File: config.mk
export PLATFORM = sky130hd
export DESIGN_NAME = alu_issue_seq
export DESIGN_NICKNAME = d
export VERILOG_FILES = /design/src/rtl/alu_issue_seq.sv
export SDC_FILE = /design/constraint.sdc
export NUM_CORES = 1
export LEC_CHECK = 0
export CELL_PAD_IN_SITES_DETAIL_PLACEMENT = 1
export CELL_PAD_IN_SITES_GLOBAL_PLACEMENT = 2
export CORE_MARGIN = 3
export CORE_UTILIZATION = 25
export CTS_CLUSTER_DIAMETER = 100
export CTS_CLUSTER_SIZE = 40
export DETAILED_ROUTE_END_ITERATION = 6
export HOLD_SLACK_MARGIN = 0.05
export PLACE_DENSITY_LB_ADDON = 0.1
export SYNTH_ARGS = -nofsm -noshare
export SYNTH_HDL_FRONTEND = slang
export SYNTH_SLANG_ARGS = --single-unit
File: constraint.sdc
create_clock -name clk_i -period 4.3 [get_ports clk_i]
set_input_delay 0.43 -clock clk_i [delete_from_list [all_inputs] [get_ports clk_i]]
set_output_delay 0.43 -clock clk_i [all_outputs]
set_load 0.02 [all_outputs]
File: src/rtl/alu_issue_seq.sv
// alu_issue_seq: valid/ready sequencer around a combinational ALU.
// Optional illegal-funct trap: define ALU_SEQ_ILLEGAL_TRAP_EN.
module alu_issue_seq #(
  parameter int unsigned EXEC_CYCLES = 1,
  parameter int unsigned DATA_W      = 32
) (
  input  logic              clk_i,
  input  logic              rst_i,
  input  logic              req_valid_i,
  output logic              req_ready_o,
  input  logic [1:0]        req_aluop_i,
  input  logic [5:0]        req_funct_i,
  input  logic [DATA_W-1:0] req_src1_i,
  input  logic [DATA_W-1:0] req_src2_i,
  output logic [DATA_W-1:0] alu_src1_o,
  output logic [DATA_W-1:0] alu_src2_o,
  output logic [3:0]        alu_ctrl_o,
  input  logic [DATA_W-1:0] alu_result_i,
  input  logic              alu_zero_i,
  output logic              rsp_valid_o,
  input  logic              rsp_ready_i,
  output logic [DATA_W-1:0] rsp_result_o,
`ifdef ALU_SEQ_ILLEGAL_TRAP_EN
  output logic              rsp_illegal_o,
`endif
  output logic              rsp_zero_o
);

  typedef enum logic [1:0] {
    IDLE,
    EXEC,
    RESP
  } state_t;

  localparam logic [3:0] C_ADD = 4'b0010;
  localparam logic [3:0] C_SUB = 4'b0110;
  localparam logic [3:0] C_AND = 4'b0000;
  localparam logic [3:0] C_OR  = 4'b0001;
  localparam logic [3:0] C_SLT = 4'b0111;

  localparam logic [3:0] CNT_LOAD = 4'(EXEC_CYCLES - 1);

  state_t     state;
  logic [3:0] cnt;
  logic [3:0] dec_ctrl;
`ifdef ALU_SEQ_ILLEGAL_TRAP_EN
  logic       dec_illegal;
`endif

  assign req_ready_o = (state == IDLE);

  // Decode ALUOp/funct into the ALU control code.
  always_comb begin
    dec_ctrl = C_ADD;
`ifdef ALU_SEQ_ILLEGAL_TRAP_EN
    dec_illegal = 1'b0;
`endif
    unique case (req_aluop_i)
      2'b00: dec_ctrl = C_ADD;
      2'b01: dec_ctrl = C_SUB;
      2'b11: dec_ctrl = C_SLT;
      default: begin
        unique case (req_funct_i)
          6'b100000: dec_ctrl = C_ADD;
          6'b100010: dec_ctrl = C_SUB;
          6'b100100: dec_ctrl = C_AND;
          6'b100101: dec_ctrl = C_OR;
          6'b101010: dec_ctrl = C_SLT;
          default: begin
            // Unknown funct falls back to add unless trapped.
            dec_ctrl = C_ADD;
`ifdef ALU_SEQ_ILLEGAL_TRAP_EN
            dec_illegal = 1'b1;
`endif
          end
        endcase
      end
    endcase
  end

  // Sequencer FSM: accept, settle, capture, hold response.
  always_ff @(posedge clk_i or negedge rst_i) begin
    if (!rst_i) begin
      state        <= IDLE;
      cnt          <= '0;
      alu_src1_o   <= '0;
      alu_src2_o   <= '0;
      alu_ctrl_o   <= C_ADD;
      rsp_valid_o  <= 1'b0;
      rsp_result_o <= '0;
      rsp_zero_o   <= 1'b0;
`ifdef ALU_SEQ_ILLEGAL_TRAP_EN
      rsp_illegal_o <= 1'b0;
`endif
    end else begin
      unique case (state)
        IDLE: begin
          if (req_valid_i) begin
            alu_src1_o <= req_src1_i;
            alu_src2_o <= req_src2_i;
            alu_ctrl_o <= dec_ctrl;
            cnt        <= CNT_LOAD;
`ifdef ALU_SEQ_ILLEGAL_TRAP_EN
            rsp_illegal_o <= dec_illegal;
            if (dec_illegal) begin
              state        <= RESP;
              rsp_valid_o  <= 1'b1;
              rsp_result_o <= '0;
              rsp_zero_o   <= 1'b0;
            end else begin
              state <= EXEC;
            end
`else
            state <= EXEC;
`endif
          end
        end
        EXEC: begin
          if (cnt == 4'd0) begin
            rsp_result_o <= alu_result_i;
            rsp_zero_o   <= (alu_ctrl_o == C_SUB) & alu_zero_i;
            rsp_valid_o  <= 1'b1;
            state        <= RESP;
          end else begin
            cnt <= cnt - 4'd1;
          end
        end
        RESP: begin
          if (rsp_ready_i) begin
            rsp_valid_o <= 1'b0;
            state       <= IDLE;
          end
        end
        default: state <= IDLE;
      endcase
    end
  end

endmodule

==> impl_metrics.env, run 1 <==
export IMPL_outcome="finished, final reports clean"
export IMPL_synthDistinctLibCells=34
export IMPL_cp_startpoint="cnt[0]$_DFFE_PN0P_"
export IMPL_placed_cell_area_mm2=0.006479
export IMPL_antenna_found_initial=0
export IMPL_numCtsBuffers=9
export IMPL_ant_nets=0
export IMPL_wl_met3_mm=1.239
export IMPL_clock_latency_ns=0.34
export IMPL_synth_nets=508
export IMPL_area_delta_synth_final_pct=62.12
export IMPL_num_vias=3486
export IMPL_dr_first_iter_drc_count=97
export IMPL_die_w_um=135.4
export IMPL_crit_fanout=35
export IMPL_p_seq_frac=0.340
export IMPL_cap_violations=0
export IMPL_synth_top_area_frac=0.6338
export IMPL_cts_buffer_depth=2
export IMPL_antenna_cells=0
export IMPL_fin_skew_ns=0.005766
export IMPL_r2r_start="cnt[0]$_DFFE_PN0P_"
export IMPL_rsz0062_at_grt="no"
export IMPL_overflow=0
export IMPL_p_per_area_mw_per_mm2=769.7
export IMPL_endpoint_kind="flop"
export IMPL_yosysSeqAreaShare=0.6401
export IMPL_multi_input_area_mm2=0.001393
export IMPL_leakagePower_nw=3.099
export IMPL_regArea_mm2=0.002679
export IMPL_syn_avg_cell_area_um2=10.54
export IMPL_drv_slew=0
export IMPL_synth_warnings=0
export IMPL_post_cts_resized=0
export IMPL_root_buffer="clkbuf_16"
export IMPL_wl_met2_mm=6.104
export IMPL_top_layer_used="met4"
export IMPL_p_sw_w=0.002018
export IMPL_nFillCells=1796
export IMPL_synthTopCellsByCount="nand2_1, dfrtp_1, mux2_1"
export IMPL_place_congestion=0.6802
export IMPL_yosysMostFrequentCell="nand2_1"
export IMPL_post_cts_buffers=0
export IMPL_timing_fmax_mhz=501.5
export IMPL_ys_top_cells_by_area="dfrtp_1, nand2_1, mux2_1, clkbuf_1, buf_6"
export IMPL_worst_setup_path_start_kind="flop"
export IMPL_crit_type="flop to flop"
export IMPL_cts_tree="yes"
export IMPL_dp_hpwl_mm=9.257
export IMPL_grt_max_degree=78
export IMPL_regToRegSetupSlack_ns=2.31
export IMPL_sw_frac_of_total=0.3864
export IMPL_ctsHoldBuffers=0
export IMPL_fin_area_mm2=0.006785
export IMPL_crit_path_end="rsp_result_o[3]$_DFFE_PN0P_"
export IMPL_hold_ws_ns=0.2339
export IMPL_ys_async_sr_fraction=1.000
export IMPL_fin_setup_tns_ns=0
export IMPL_die_area_mm2=0.01833
export IMPL_drive_above_1_share=0.03789
export IMPL_synth_seq_cells=107
export IMPL_core_area_mm2=0.01612
export IMPL_wirelength_mm=12.92
export IMPL_hold_viol=0
export IMPL_cts_sinks=107
export IMPL_firstDrtPassIters=4
export IMPL_wl_met1_mm=5.388
export IMPL_power_total_w=0.005222
export IMPL_cts_clk_slew_worst_paths_ns=0.07
export IMPL_fp_dieH_um=135.4
export IMPL_tightest_slew_ns=1.022
export IMPL_post_route_drc_count=0
export IMPL_rows=46
export IMPL_reg2reg_depth=5
export IMPL_max_slew_margin_rel=0.3187
export IMPL_yosys_most_used_dff="dfrtp_1"
export IMPL_combPwrFrac=0.497
export IMPL_layout_nets=713
export IMPL_cp_arrival_ns=2.22
export IMPL_fin_util=0.4210
export IMPL_wl_per_cell_um=15.70
export IMPL_viasPerCell=4.236
export IMPL_track_usage=0.1395
export IMPL_io_buffers=210
export IMPL_start_util=0.2597
export IMPL_finalCritPeriodShare=0.4638
export IMPL_grt_pass1_vias=3712
export IMPL_netlist_area_mm2=0.004185
export IMPL_synth_enable_flop_cells=0
export IMPL_finalCriticalPeriod_ns=1.994
export IMPL_grt_pass1_wl_mm=20.04
export IMPL_crit_required_ns=4.52
export IMPL_p_clk_frac=0.164
export IMPL_setup_viol=0
export IMPL_min_path_type="input pin to asynchronous set/reset pin"
export IMPL_cts_htree_levels=3
export IMPL_p_int_w=0.003204
export IMPL_irDropWorstVdd_mv=0.2498
export IMPL_timing_rr_end="rsp_result_o[3]$_DFFE_PN0P_"
export IMPL_syn_inst=397
export IMPL_yosysTopAreaCell="dfrtp_1"
export IMPL_io_pin_count=212
## through the flow
| stage | worst slack, ns | instances |
|---|---|---|
| 6_report | 2.306 | 823 |
| 2_1_floorplan | 2.671 | 397 |
| 4_1_cts | 2.265 | 823 |
| 3_3_place_gp | 2.106 | 807 |
| 3_5_place_dp | 2.071 | 807 |
| 5_1_grt | 2.130 | 823 |
## state kept, by name, indices dropped and copies added, names as in the netlist
signal        count
rsp_result_o     32
alu_ctrl_o        3
alu_src1_o       32
state             2
cnt               4
rsp_zero_o        1
alu_src2_o       32
rsp_valid_o       1
## how the worst min path moves through the flow
stage	startpoint	endpoint	slack (ns)	depth (start not counted)
2_1_floorplan	rst_i	alu_ctrl_o[0]$_DFFE_PN0P_	0.13	0
3_3_place_gp	alu_src1_o[14]$_DFFE_PN0P_	alu_src1_o[14]$_DFFE_PN0P_	0.46	2
3_5_place_dp	alu_src2_o[22]$_DFFE_PN0P_	alu_src2_o[22]$_DFFE_PN0P_	0.46	2
4_1_cts	rst_i	rsp_result_o[13]$_DFFE_PN0P_	0.28	1
5_1_grt	rst_i	rsp_result_o[16]$_DFFE_PN0P_	0.33	1
6_report	rst_i	rsp_result_o[13]$_DFFE_PN0P_	0.23	1
## worst max-delay path, stage by stage, from the launching register on
cell     delay (ns)
dfrtp_1        0.38
inv_1          0.14
ha_1           0.20
nor3b_4        0.35
nand2_4        0.35
mux2_1         0.43
## power by group through the flow
stage	Clock (W)	Sequential, W	Combinational [W]
finish	0.000854	0.00177	0.00259
global route	0.000934	0.00185	0.00281
detailed placement	0	0.00180	0.00265
global placement	0	0.00178	0.00259
floorplan	0	0.00234	0.000770
CTS	0.000895	0.00179	0.00266
## per-layer routing
metal	global-route usage	up-vias
met2	0.2290	126
met5	0	-
met4	0.04871	0
met1	0.1671	1687
met3	0.05461	12
li1	-	1661
## kinds of logic (layout without fill, tap and decap cells)
family                     count (synthesis)  after routing  share of synthesized area
and+or+nand+nor                          215            215                     0.2114
DFF                                      107            107                     0.6401
muxes                                     34             34                    0.09118
buffers and inverters                     23            233                    0.02840
AOI/OAI and AO/OA                         15             15                    0.02213
adders and majority gates                  2              2                   0.005978
other                                      1              1                  0.0008960
## layout make-up
cell class	count	area share
clock inverter	3	0.006823
inverter	4	0.002213
clock buffer	13	0.03836
multi-input combinational	267	0.2052
tap	216	0.03983
timing repair buffer	213	0.3127
sequential	107	0.3948
## cell usage in the layout (no fill, tap or decap), types with 2 or more instances in the layout
master             n
nor2b_1            2
o21ai_1            3
clkbuf_1           2
nor2_1             4
dfrtp_1          106
clkbuf_8           2
buf_4              4
nand2b_1           2
clkdlybuf4s50_1  209
ha_1               2
o21ai_0            2
mux2_1            33
nor4bb_1           2
a21oi_1            2
nand2_1          195
clkbuf_16          9
a31oi_1            3
inv_1              4
(Power assumes the default switching activity.)
==> inputs of run 2 (changes only) <==
- CORE_UTILIZATION: 25 -> 23
- clock period: 4.3 -> 1.95 ns (I/O delays scaled with it)
==> impl_metrics.env, run 2 (synthesis results as in run 1) <==
export IMPL_layout_nets=718
export IMPL_num_vias=3505
export IMPL_post_route_drc_count=0
export IMPL_grt_pass1_vias=3858
export IMPL_antenna_found_initial=1
export IMPL_ant_nets=0
export IMPL_cp_startpoint="cnt[0]$_DFFE_PN0P_"
export IMPL_finalCritPeriodShare=0.9172
export IMPL_cts_buffer_depth=2
export IMPL_cts_clk_slew_worst_paths_ns=0.07
export IMPL_regArea_mm2=0.002679
export IMPL_grt_max_degree=68
export IMPL_overflow=0
export IMPL_drv_slew=0
export IMPL_cts_tree="yes"
export IMPL_worst_setup_path_start_kind="flop"
export IMPL_dr_first_iter_drc_count=113
export IMPL_start_util=0.2387
export IMPL_drive_above_1_share=0.04092
export IMPL_outcome="finished, final reports clean"
export IMPL_crit_type="flop to flop"
export IMPL_root_buffer="clkbuf_16"
export IMPL_area_delta_synth_final_pct=63.41
export IMPL_p_per_area_mw_per_mm2=1673
export IMPL_clock_latency_ns=0.34
export IMPL_place_congestion=0.6891
export IMPL_fin_skew_ns=0.005351
export IMPL_min_path_type="input pin to asynchronous set/reset pin"
export IMPL_viasPerCell=4.193
export IMPL_cap_violations=0
export IMPL_place_inst=820
export IMPL_timing_rr_end="rsp_result_o[9]$_DFFE_PN0P_"
export IMPL_cp_arrival_ns=2.00
export IMPL_die_area_mm2=0.01985
export IMPL_timing_fmax_mhz=559.1
export IMPL_rsz0062_at_grt="no"
export IMPL_io_buffers=210
export IMPL_rows=48
export IMPL_wl_per_cell_um=15.59
export IMPL_fin_util=0.3900
export IMPL_finalCriticalPeriod_ns=1.789
export IMPL_numCtsBuffers=9
export IMPL_grt_pass1_wl_mm=20.78
export IMPL_cpPeakStageDelay_ns=0.41
export IMPL_dp_hpwl_mm=9.577
export IMPL_crit_chain="inv_1 > ha_1 > nor3b_4 > nand2_8 > mux2_1"
export IMPL_wirelength_mm=13.04
export IMPL_die_w_um=140.9
export IMPL_core_area_mm2=0.01754
export IMPL_crit_family="simple AND/OR/NAND/NOR gates"
export IMPL_antenna_cells=0
export IMPL_track_usage=0.1321
export IMPL_firstDrtPassIters=4
export IMPL_r2r_start="cnt[0]$_DFFE_PN0P_"
export IMPL_largest_registers="alu_src1_o: 32 flops, alu_src2_o: 32 flops, rsp_result_o: 32 flops"
export IMPL_crit_fanout=35
export IMPL_crit_path_top_delay_cell="mux2_1"
export IMPL_nFillCells=1916
export IMPL_reg2reg_depth=5
export IMPL_final_cell_mix="clkdlybuf4s50_1, nand2_1, dfrtp_1"
export IMPL_io_pin_count=212
export IMPL_irDropWorstVdd_mv=0.6238
export IMPL_regToRegSetupSlack_ns=0.16
export IMPL_crit_buf_inv=1
export IMPL_endpoint_kind="flop"
export IMPL_layout_cells_non_filler=836
export IMPL_setup_slack_ns=0.1614
export IMPL_layout_commonest_cell="clkdlybuf4s50_1"
export IMPL_fin_setup_tns_ns=0
export IMPL_hold_viol=0
export IMPL_leakagePower_nw=3.109
export IMPL_fp_dieH_um=140.9
export IMPL_crit_required_ns=2.17
export IMPL_cts_htree_levels=3
export IMPL_post_place_ws_ns=0.1017
export IMPL_cts_sinks=107
export IMPL_setup_viol=0
export IMPL_multi_input_area_mm2=0.001401
run 2: timing repair:
| action | 4_1_cts | 5_1_grt |
|---|---|---|
| setup endpoints to repair | 0 | 29 |
| hold buffers | 1 | 0 |
| hold endpoints to repair | 30 | 0 |
| setup buffers | 0 | 0 |
| gates resized for setup | 0 | 1 |
run 2: layout make-up:
| cell class | count | share of cell area |
|---|---|---|
| Clock buffer | 13 | 0.03659 |
| Timing Repair Buffer | 218 | 0.3216 |
| Sequential cell | 107 | 0.3917 |
| Multi-Input combinational cell | 267 | 0.2049 |
| Tap cell | 225 | 0.04116 |
| Inverter | 4 | 0.002195 |
| Clock inverter | 2 | 0.001829 |
run 2: worst max path at each step:
stage                                         endpoint  slack [ns]  cells after the start
after global placement    rsp_result_o[20]$_DFFE_PN0P_        0.17                      5
after global routing       rsp_result_o[6]$_DFFE_PN0P_        0.02                      5
final                      rsp_result_o[9]$_DFFE_PN0P_        0.16                      5
after CTS                  rsp_result_o[9]$_DFFE_PN0P_        0.07                      5
after floorplan           rsp_result_o[10]$_DFFE_PN0P_        0.32                      6
after detailed placement  rsp_result_o[30]$_DFFE_PN0P_        0.10                      5
run 2: layer usage:
| metal | vias up | part of all wire | GRT usage |
|---|---|---|---|
| met1 | 1674 | 0.43 | 0.1622 |
| met4 | 2 | 0.014 | 0.04589 |
| met2 | 136 | 0.46 | 0.2069 |
| met5 | - | 0.00054 | 0 |
| li1 | 1679 | - | - |
| met3 | 14 | 0.10 | 0.05902 |
run 2: power breakdown:
part	internal (W)	total [W]	switching (W)
clock network	0.000896	0.00169	0.000796
registers	0.00331	0.00393	0.000619
logic	0.00277	0.00582	0.00305
total	0.00698	0.0114	0.00446
run 2: metrics by stage:
| stage | total power (W) | hold WS [ns] | area (µm²) |
|---|---|---|---|
| 6_report | 0.01144 | 0.3238 | 6839 |
| 5_1_grt | 0.01226 | 0.3501 | 6839 |
| 4_1_cts | 0.01169 | 0.3254 | 6830 |
| 3_5_place_dp | 0.009911 | 0.1652 | 6558 |
| 3_3_place_gp | 0.009772 | 0.1672 | 6558 |
| 2_1_floorplan | 0.006863 | -0.1006 | 4185 |
==> inputs of run 3 (changes only) <==
- PLACE_DENSITY_LB_ADDON: 0.1 -> 0.25
- clock period: 1.95 -> 1.7 ns (I/O delays scaled with it)
==> impl_metrics.env, run 3 (synthesis results as in run 1) <==
export IMPL_outcome="finished, final reports clean"
export IMPL_finalCriticalPeriod_ns=1.617
export IMPL_place_inst=826
export IMPL_worst_setup_path_start_kind="flop"
export IMPL_p_per_area_mw_per_mm2=1943
export IMPL_io_pin_count=212
export IMPL_firstDrtPassIters=4
export IMPL_dp_hpwl_mm=9.770
export IMPL_power_total_w=0.01356
export IMPL_placed_cell_area_mm2=0.006653
export IMPL_cts_htree_levels=3
export IMPL_numCtsBuffers=9
export IMPL_antenna_found_initial=0
export IMPL_wl_per_cell_um=15.51
export IMPL_drive_above_1_share=0.06462
export IMPL_cts_clk_slew_worst_paths_ns=0.08
export IMPL_antenna_cells=0
export IMPL_overflow=0
export IMPL_cap_violations=0
export IMPL_crit_buf_inv=2
export IMPL_crit_type="flop to flop"
export IMPL_largest_registers="alu_src1_o: 32 flops, alu_src2_o: 32 flops, rsp_result_o: 32 flops"
export IMPL_num_vias=3575
export IMPL_fp_dieH_um=140.9
export IMPL_rsz0062_at_grt="no"
export IMPL_crit_family="flip-flops"
export IMPL_endpoint_kind="flop"
export IMPL_drv_slew=0
export IMPL_track_usage=0.1326
export IMPL_dr_first_iter_drc_count=88
export IMPL_crit_fanout=21
export IMPL_timing_fmax_mhz=618.3
export IMPL_wirelength_mm=13.09
export IMPL_grt_pass1_wl_mm=20.98
export IMPL_start_util=0.2387
export IMPL_viasPerCell=4.236
export IMPL_min_path_type="input pin to flop"
export IMPL_layout_nets=725
export IMPL_cpPeakStageDelay_ns=0.39
export IMPL_rows=48
export IMPL_layout_cells_non_filler=844
export IMPL_die_area_mm2=0.01985
export IMPL_place_congestion=0.7464
export IMPL_cts_buffer_depth=2
export IMPL_io_buffers=210
export IMPL_fin_skew_ns=0.007189
export IMPL_setup_viol=0
export IMPL_die_w_um=140.9
export IMPL_area_delta_synth_final_pct=66.70
export IMPL_nFillCells=1921
export IMPL_irDropWorstVdd_mv=0.6549
export IMPL_clock_latency_ns=0.35
export IMPL_crit_chain="inv_2 > ha_2 > nor3b_4 > nand2_4 > buf_12 > mux2_1"
export IMPL_leakagePower_nw=3.191
export IMPL_fin_area_mm2=0.006977
export IMPL_grt_max_degree=59
export IMPL_hold_viol=0
export IMPL_layout_commonest_cell="clkdlybuf4s50_1"
export IMPL_post_route_drc_count=0
export IMPL_crit_path_top_delay_cell="dfrtp_1"
export IMPL_ant_nets=0
export IMPL_root_buffer="clkbuf_16"
export IMPL_cts_tree="yes"
export IMPL_crit_required_ns=1.93
export IMPL_cp_arrival_ns=1.85
export IMPL_core_area_mm2=0.01754
export IMPL_grt_pass1_vias=3983
export IMPL_finalCritPeriodShare=0.9513
export IMPL_final_cell_mix="clkdlybuf4s50_1, nand2_1, dfrtp_1"
export IMPL_cts_sinks=107
-- run 3: cell types whose count changed in the layout (fill, tap and decap cells not counted), moves of 2 or more --
cell,before,now
buf_12,3,7
buf_4,5,8
clkbuf_1,3,0
clkdlybuf4s50_1,209,207
dlygate4sd2_1,0,2
inv_1,4,2
inv_2,0,2
-- run 3: worst paths after layout --
path / startpoint / endpoint / slack [ns] / cells after the start
max: cnt[1]$_DFFE_PN0P_ / rsp_result_o[0]$_DFFE_PN0P_ / 0.08 / 6
min in group asynchronous: rst_i / alu_src1_o[8]$_DFFE_PN0P_ / 0.36 / 3
max reg2reg: cnt[1]$_DFFE_PN0P_ / rsp_result_o[0]$_DFFE_PN0P_ / 0.08 / 6
min reg2reg: alu_src1_o[9]$_DFFE_PN0P_ / alu_src1_o[9]$_DFFE_PN0P_ / 0.48 / 2
max in group asynchronous: rst_i / rsp_result_o[3]$_DFFE_PN0P_ / 1.03 / 3
min: req_src1_i[15] / alu_src1_o[15]$_DFFE_PN0P_ / 0.34 / 3
-- run 3: routing by layer --
layer	GRT usage	vias to the layer above	wire [µm]	share of wire
li1	-	1692	-	-
met1	0.1612	1731	5500	0.42
met2	0.2112	137	6102	0.47
met3	0.05529	15	1230	0.094
met4	0.04895	0	258	0.020
met5	0	-	0	0
-- run 3: area by class of cell --
type / instances / area [µm²] / share of cell area
inverter: 4 / 15.01 / 0.002152
clock buffer: 10 / 239.0 / 0.03425
clock inverter: 6 / 63.81 / 0.009146
timing repair buffer: 225 / 2300 / 0.3296
tap: 225 / 281.5 / 0.04035
multi-input combinational: 267 / 1399 / 0.2005
sequential: 107 / 2679 / 0.3840
-- run 3: report_power, final --
group,switching [W],total [W],leakage (nW),internal [W]
Clock,0.000982,0.00217,0.145,0.00118
Sequential,0.000710,0.00451,1.30,0.00380
Combinational,0.00354,0.00688,1.75,0.00334
-- run 3: per-stage QoR --
| stage | hold WS, ns | TNS, ns | utilization | setup slack, ns |
|---|---|---|---|---|
| after floorplan | -0.1256 | 0 | - | 0.07112 |
| after global placement | 0.1943 | -0.1197 | 0.3794 | -0.02721 |
| after detailed placement | 0.1999 | -1.446 | 0.3794 | -0.05562 |
| after CTS | 0.3258 | 0 | 0.3970 | 0.01405 |
| after global routing | 0.3394 | 0 | 0.3978 | 0.005122 |
| final | 0.3405 | 0 | 0.3978 | 0.08276 |
-- run 3: worst min-delay path, stage by stage --
cell	delay (ns)
clkdlybuf4s50_1	0.40
nand2_1	0.06
nand2_1	0.04
-- run 3: what timing repair did --
item / CTS / global route
hold buffers: 1 / 0
resized for setup: 2 / 4
setup endpoints to repair: 2 / 33
endpoints found under the hold margin: 106 / 0
buffers inserted: 0 / 1
